===== config.mk =====
export PLATFORM = sky130hd
export DESIGN_NAME = rob_release_ctrl
export DESIGN_NICKNAME = d
export VERILOG_FILES = /design/src/rtl/rob_release_ctrl.sv
export SDC_FILE = /design/constraint.sdc
export NUM_CORES = 1
export LEC_CHECK = 0
export ABC_AREA = 1
export CAP_MARGIN = 20
export CORE_MARGIN = 2
export CORE_UTILIZATION = 33
export CTS_CLUSTER_SIZE = 16
export DETAILED_ROUTE_END_ITERATION = 7
export PLACE_DENSITY = 0.62
export SLEW_MARGIN = 40
export SYNTH_ARGS = -nofsm -noshare
export SYNTH_HDL_FRONTEND = slang
export SYNTH_SLANG_ARGS = --single-unit

===== constraint.sdc =====
create_clock -name clk -period 3.3 [get_ports clk]
set_clock_uncertainty 0.2 [all_clocks]
set_input_delay 0.825 -clock clk [delete_from_list [all_inputs] [get_ports clk]]
set_output_delay 0.825 -clock clk [all_outputs]
set_load 0.01 [all_outputs]

===== src/rtl/rob_release_ctrl.sv =====
// rob_release_ctrl
//
// In-order release controller for the read-reorder path. Issued read bursts are
// recorded as {uid, orig_id, len} in an issue-order FIFO. The oldest burst is
// popped into a streaming slot, which requests its beats from the per-UID
// response memory (free_req/uid_to_free) and passes them to the master with
// the UID replaced by the original AXI ID. When the last beat (by length count)
// is accepted, the UID is handed back to the allocator. A mismatch between the
// memory's last flag and the counted last beat raises a sticky protocol_err.
//
// Ports
//   clk, rst_n                    clock, asynchronous active-low reset
//   ord_push_valid/ready          burst issue handshake into the order FIFO
//   ord_push_uid/orig_id/len      issued burst descriptor
//   free_req, uid_to_free         pop request towards the response memory
//   mem_r_valid/data/resp/last    head beat of the response memory
//   mem_r_ready                   beat accepted (memory pop)
//   m_rvalid/rready               master R handshake
//   m_rid/rdata/rresp/rlast       master R payload
//   uid_release_valid/uid_release one-cycle UID return pulse
//   protocol_err, err_clr         sticky last-mismatch flag and its clear

module rob_release_ctrl #(
    parameter int unsigned NUM_UIDS      = 16,
    parameter int unsigned ID_WIDTH      = $clog2(NUM_UIDS),
    parameter int unsigned ORIG_ID_WIDTH = 4,
    parameter int unsigned DATA_WIDTH    = 64,
    parameter int unsigned RESP_WIDTH    = 2,
    parameter int unsigned LEN_WIDTH     = 8
) (
    input  logic                     clk,
    input  logic                     rst_n,

    input  logic                     ord_push_valid,
    output logic                     ord_push_ready,
    input  logic [ID_WIDTH-1:0]      ord_push_uid,
    input  logic [ORIG_ID_WIDTH-1:0] ord_push_orig_id,
    input  logic [LEN_WIDTH-1:0]     ord_push_len,

    output logic                     free_req,
    output logic [ID_WIDTH-1:0]      uid_to_free,

    input  logic                     mem_r_valid,
    input  logic [DATA_WIDTH-1:0]    mem_r_data,
    input  logic [RESP_WIDTH-1:0]    mem_r_resp,
    input  logic                     mem_r_last,
    output logic                     mem_r_ready,

    output logic                     m_rvalid,
    input  logic                     m_rready,
    output logic [ORIG_ID_WIDTH-1:0] m_rid,
    output logic [DATA_WIDTH-1:0]    m_rdata,
    output logic [RESP_WIDTH-1:0]    m_rresp,
    output logic                     m_rlast,

    output logic                     uid_release_valid,
    output logic [ID_WIDTH-1:0]      uid_release,

    output logic                     protocol_err,
    input  logic                     err_clr
);

    localparam int unsigned CNT_WIDTH = $clog2(NUM_UIDS + 1);
    localparam logic [ID_WIDTH-1:0]  LAST_PTR = ID_WIDTH'(NUM_UIDS - 1);
    localparam logic [CNT_WIDTH-1:0] FULL_CNT = CNT_WIDTH'(NUM_UIDS);

    typedef enum logic [0:0] {StIdle, StStream} state_e;

    // ------------------------------------------------------------------
    // Order FIFO
    // ------------------------------------------------------------------
    logic [ID_WIDTH-1:0]      fifo_uid_q  [NUM_UIDS];
    logic [ORIG_ID_WIDTH-1:0] fifo_orig_q [NUM_UIDS];
    logic [LEN_WIDTH-1:0]     fifo_len_q  [NUM_UIDS];

    logic [ID_WIDTH-1:0]  wr_ptr_q, rd_ptr_q;
    logic [CNT_WIDTH-1:0] count_q;
    logic                 fifo_full, fifo_empty;
    logic                 push, pop;

    state_e               state_q;

    assign fifo_full      = (count_q == FULL_CNT);
    assign fifo_empty     = (count_q == '0);
    assign ord_push_ready = !fifo_full;
    assign push           = ord_push_valid && !fifo_full;
    assign pop            = (state_q == StIdle) && !fifo_empty;

    // Payload storage carries no reset; validity is tracked by count_q.
    always_ff @(posedge clk) begin
        if (push) begin
            fifo_uid_q[wr_ptr_q]  <= ord_push_uid;
            fifo_orig_q[wr_ptr_q] <= ord_push_orig_id;
            fifo_len_q[wr_ptr_q]  <= ord_push_len;
        end
    end

    always_ff @(posedge clk or negedge rst_n) begin
        if (!rst_n) begin
            wr_ptr_q <= '0;
            rd_ptr_q <= '0;
            count_q  <= '0;
        end else begin
            if (push) begin
                wr_ptr_q <= (wr_ptr_q == LAST_PTR) ? '0 : wr_ptr_q + 1'b1;
            end
            if (pop) begin
                rd_ptr_q <= (rd_ptr_q == LAST_PTR) ? '0 : rd_ptr_q + 1'b1;
            end
            case ({push, pop})
                2'b10:   count_q <= count_q + 1'b1;
                2'b01:   count_q <= count_q - 1'b1;
                default: count_q <= count_q;
            endcase
        end
    end

    // ------------------------------------------------------------------
    // Release FSM
    // ------------------------------------------------------------------
    logic [ID_WIDTH-1:0]      cur_uid_q;
    logic [ORIG_ID_WIDTH-1:0] cur_orig_q;
    logic [LEN_WIDTH-1:0]     cur_len_q;
    // One bit wider than len so that len=all-ones cannot wrap the counter.
    logic [LEN_WIDTH:0]       beat_cnt_q;

    logic streaming, beat_hs, last_beat, err_set;

    assign streaming = (state_q == StStream);
    assign beat_hs   = streaming && mem_r_valid && m_rready;
    assign last_beat = (beat_cnt_q == {1'b0, cur_len_q});
    // Memory's last flag is checked against the count but never ends a burst.
    assign err_set   = beat_hs && (mem_r_last != last_beat);

    always_ff @(posedge clk or negedge rst_n) begin
        if (!rst_n) begin
            state_q           <= StIdle;
            cur_uid_q         <= '0;
            cur_orig_q        <= '0;
            cur_len_q         <= '0;
            beat_cnt_q        <= '0;
            uid_release_valid <= 1'b0;
            uid_release       <= '0;
            protocol_err      <= 1'b0;
        end else begin
            uid_release_valid <= 1'b0;
            uid_release       <= '0;

            // Setting wins over clearing in the same cycle.
            if (err_set) begin
                protocol_err <= 1'b1;
            end else if (err_clr) begin
                protocol_err <= 1'b0;
            end

            case (state_q)
                StIdle: begin
                    if (!fifo_empty) begin
                        cur_uid_q  <= fifo_uid_q[rd_ptr_q];
                        cur_orig_q <= fifo_orig_q[rd_ptr_q];
                        cur_len_q  <= fifo_len_q[rd_ptr_q];
                        beat_cnt_q <= '0;
                        state_q    <= StStream;
                    end
                end
                StStream: begin
                    if (beat_hs) begin
                        beat_cnt_q <= beat_cnt_q + 1'b1;
                        if (last_beat) begin
                            state_q           <= StIdle;
                            uid_release_valid <= 1'b1;
                            uid_release       <= cur_uid_q;
                        end
                    end
                end
                default: state_q <= StIdle;
            endcase
        end
    end

    // Beat path is purely combinational: no added latency to the master.
    always_comb begin
        free_req    = 1'b0;
        uid_to_free = '0;
        mem_r_ready = 1'b0;
        m_rvalid    = 1'b0;
        m_rid       = '0;
        m_rdata     = '0;
        m_rresp     = '0;
        m_rlast     = 1'b0;
        if (streaming) begin
            free_req    = 1'b1;
            uid_to_free = cur_uid_q;
            mem_r_ready = m_rready;
            m_rvalid    = mem_r_valid;
            m_rid       = cur_orig_q;
            m_rdata     = mem_r_data;
            m_rresp     = mem_r_resp;
            m_rlast     = last_beat;
        end
    end

endmodule


==> out/metrics.sh <==
STATUS='finished clean'
TIMING_WORST_SLEW_PIN_VALUE_NS=0.878
FINAL_WL_UM=36200
NUMBER_OF_HOLD_BUFFERS_ADDED_AFTER_CTS=0
FINAL_CELL_COUNT_WITHOUT_FILLERS=1984
SWITCHING_SHARE_PCT=34.9
RR_STARTPOINT='count_q[1]'
POWER.DENSITY_CELL_AREA_nW_PER_UM2=769
AVG_VIAS_PER_CELL=4.82
GLOBAL_ROUTE.OVERFLOW_TOTAL=0
FINAL-SETUP-VIOL-COUNT=0
WORSTSETUPSTARTPOINT='state_q'
PORT_BUFFERS=173
FINAL_LAYOUT_SIZE_SUFFIX_GT1_SHARE_PCT=7.57
NETS=1541
GRT_START_MAX_NET_PINS=131
INSERTION_DELAY_NS=0.52
BUFFER_LEVELS_ON_THE_LONGEST_CLOCK_PATH=3
ENDPOINT_KIND='primary output'
ROUTED_WIRE_LENGTH_PER_INSTANCE_UM=18.3
PLACED_CELL_AREA_UM2=15500
WORSTPATHREQUIRED_NS=2.27
DIE_W_UM=202
WORSTPATHARRIVAL_NS=2.09
ANTENNA_FOUND_INITIAL=2
FIRST_GLOBAL_VIAS=9101
COMBINATIONALPOWERSHARE_PCT=33.3
CLKPWRFRAC_PCT=27.8
PERIOD_MINUS_SLACK_NS=3.11
CELLINTERNALPOWER_uW=8280
R2R-END='count_q[4]'
CRIT_PATH_TOP_DELAY_CELL='sky130_fd_sc_hd__dfrtp_2'
HTREEDEPTH=2
HPWL_UM=21700
START_UTIL_PCT=33.5
IO-PIN-COUNT=174
DIE_AREA_UM2=40900
FP-ROW-COUNT=72
DESIGN_AREA_FINAL_UM2=16500
TIMING.FINAL.MAX_SLEW_VIOLATIONS=0
YOSYSSEQAREASHARE_PCT=68.0
CTSROOTBUFFERMASTER='sky130_fd_sc_hd__clkbuf_16'
POWER.SEQUENTIAL.FRACTION_PCT=39.0
POST_SYN_INSTANCES=1257
WORSTREGTOREGCELLS=13
CRIT_PATH_CELL_TRACE='buf_12 -> nand2_1 -> inv_1 -> clkdlybuf4s50_1'
VDD.IR_DROP.WORST_uV=352
MIN_PERIOD_OVER_PERIOD_PCT=94.4
POST_SYN_AREA_PER_CELL_UM2=10.3
TRITONCTS_CLOCK_TREE='built'
WORST_SLEW_MARGIN_RELATIVE_TO_ITS_LIMIT_PCT=41.4
SWITCHING_POWER_uW=4450
SYNTH_FP_NETS=1356
GRT_FIRST_PASS_WIRELENGTH_UM=54200
DRT_DRC_VIOLATIONS_LEFT=0
CHIPHEIGHT_UM=202
DRTANTENNAVIOLNETS=0
MIN_PATH_TYPE='in -> async'
SYN_TO_FINAL_GROWTH_PCT=27.7
RRSETUPSLACK_NS=0.82
DIODES=0
MAXCLOCKFREQUENCY_MHz=321
POWER_LEAKAGE_uW=0.00658
INSERTED_CLOCK_BUFFERS=34
PATH_CLASS='reg -> out'
GR-USAGE-ALL-LAYERS_PCT=17.4
CRIT_END='m_rdata[49]'
FINALSETUPTNS_NS=0
DRT_PRE_ANTENNA_ITERS=5
PLACE_CONGESTION=0.750
FINALHOLDWORSTSLACK_NS=0.0598
MAX-CAP-VIOLATIONS=0
DR.FIRST_ITER.DRC_COUNT=942
CTS.SINKS=301
POWER.TOTAL_uW=12700
SYNTH-WARNING-COUNT=0
DP.CELLS=1923
CRITPATHMAXSTAGEDELAY_NS=0.57
DESIGN.CORE.AREA_UM2=38700
RSZ0062_AT_GRT='no'
SYNTH_AREA_UM2=13000
ROUTED-VIA-COUNT=9564
SYNTH_CELL_TYPES=27
SYNTH.FF_LATCH_COUNT=301
CP-START-KIND='flop'
CLK_TRANSITION_REPORTED_PATHS_NS=0.06
CP_MAX_FO=35
HOLD_VIOLATION_COUNT_IN_THE_FINAL_REPORT=0
## layer usage
| layer | vias to the layer above | GRT usage, % | share of wire (%) |
|---|---|---|---|
| li1 | 4550 | - | - |
| met1 | 4482 | 22.3 | 40 |
| met2 | 465 | 29.8 | 48 |
| met3 | 63 | 3.51 | 9.1 |
| met4 | 4 | 5.03 | 2.6 |
| met5 | - | 0 | 0.072 |
## worst min path at each step
stage / to / slack, ns / depth (start not counted)
3_3_place_gp: protocol_err / 0.27 / 2
6_report: cur_uid_q[1] / 0.06 / 1
3_5_place_dp: protocol_err / 0.29 / 2
5_1_grt: cur_uid_q[1] / 0.07 / 1
2_1_floorplan: count_q[3] / 0.28 / 2
4_1_cts: cur_len_q[7] / 0.22 / 1
## metrics by stage
| stage | utilization, % | setup WS (ns) |
|---|---|---|
| after CTS | 42.6 | 0.0351 |
| after global placement | 39.9 | 0.238 |
| after detailed placement | 39.9 | 0.246 |
| after global routing | 42.7 | 0.0732 |
| final | 42.7 | 0.185 |
| after floorplan | - | 0.788 |
## kinds of logic (layout without fill, tap and decap cells)
family	Yosys count	count (layout)	share of synthesized area, %
flops	301	301	68.0
simple gates	607	607	18.9
fa+ha+maj	10	10	0.965
compound gates	150	150	5.85
buf+inv	180	389	5.72
xor+xnor	9	9	0.608
## synth_stat cells, drive strengths merged
master  instances  area share, %
edfxtp        256             59
nor2          245            7.1
nand2         237            6.9
inv           118            3.4
nand3         115            4.4
o21ai         108            4.2
dfrtp          45            8.7
a21oi          39            1.5
buf            38            1.6
clkbuf         23           0.67
ha             10           0.97
xor2            7           0.47
nor3            6           0.23
nand4           2          0.097
xnor2           2           0.14
a21boi          1          0.058
clkinv          1          0.029
nand3b          1          0.058
o211ai          1          0.058
o21bai          1          0.058
or2             1          0.048
## power groups by stage
stage	clock, uW	combinational, uW	sequential [uW]
global placement	0	4150	5010
global route	3780	4730	5010
floorplan	0	2660	4900
finish	3530	4230	4960
CTS	3600	4240	4950
detailed placement	0	4220	5030
## state kept, by name (all words and copies together), names as in the netlist, 5 cells and up
signal,flops
count_q,5
fifo_len_q,128
fifo_uid_q,64
fifo_orig_q,64
beat_cnt_q,9
cur_len_q,8
## layout by cell type (no fill, tap or decap), drive strengths merged, types with 7 or more instances in the layout
master / netlist / routed
a21oi: 39 / 39
buf: 38 / 37
clkbuf: 23 / 54
clkdlybuf4s50: 0 / 171
dfrtp: 45 / 45
edfxtp: 256 / 256
ha: 10 / 10
inv: 118 / 120
nand2: 237 / 237
nand3: 115 / 115
nor2: 245 / 245
o21ai: 108 / 108
xor2: 7 / 7
## area by class of cell
cell class                      instances  area [um2]
Clock buffer                           53         962
Clock inverter                          7        85.1
Fill cell                            3628       22200
Inverter                              119         447
Multi-Input combinational cell        776        3450
Sequential cell                       301        8820
Tap cell                              518         648
Timing Repair Buffer                  210        2130
## what timing repair did
| item | CTS | global route |
|---|---|---|
| resized for setup | 0 | 5 |
| buffers inserted | 0 | 0 |
| endpoints found under the setup margin | 0 | 3 |
## worst max-delay path, delay by kind of cell (launching register included)
kind	cells	cell delay (ns)
and+or+nand+nor	1	0.07
DFF	1	0.57
buffers and inverters	3	0.94
(Power assumes the default switching activity.)
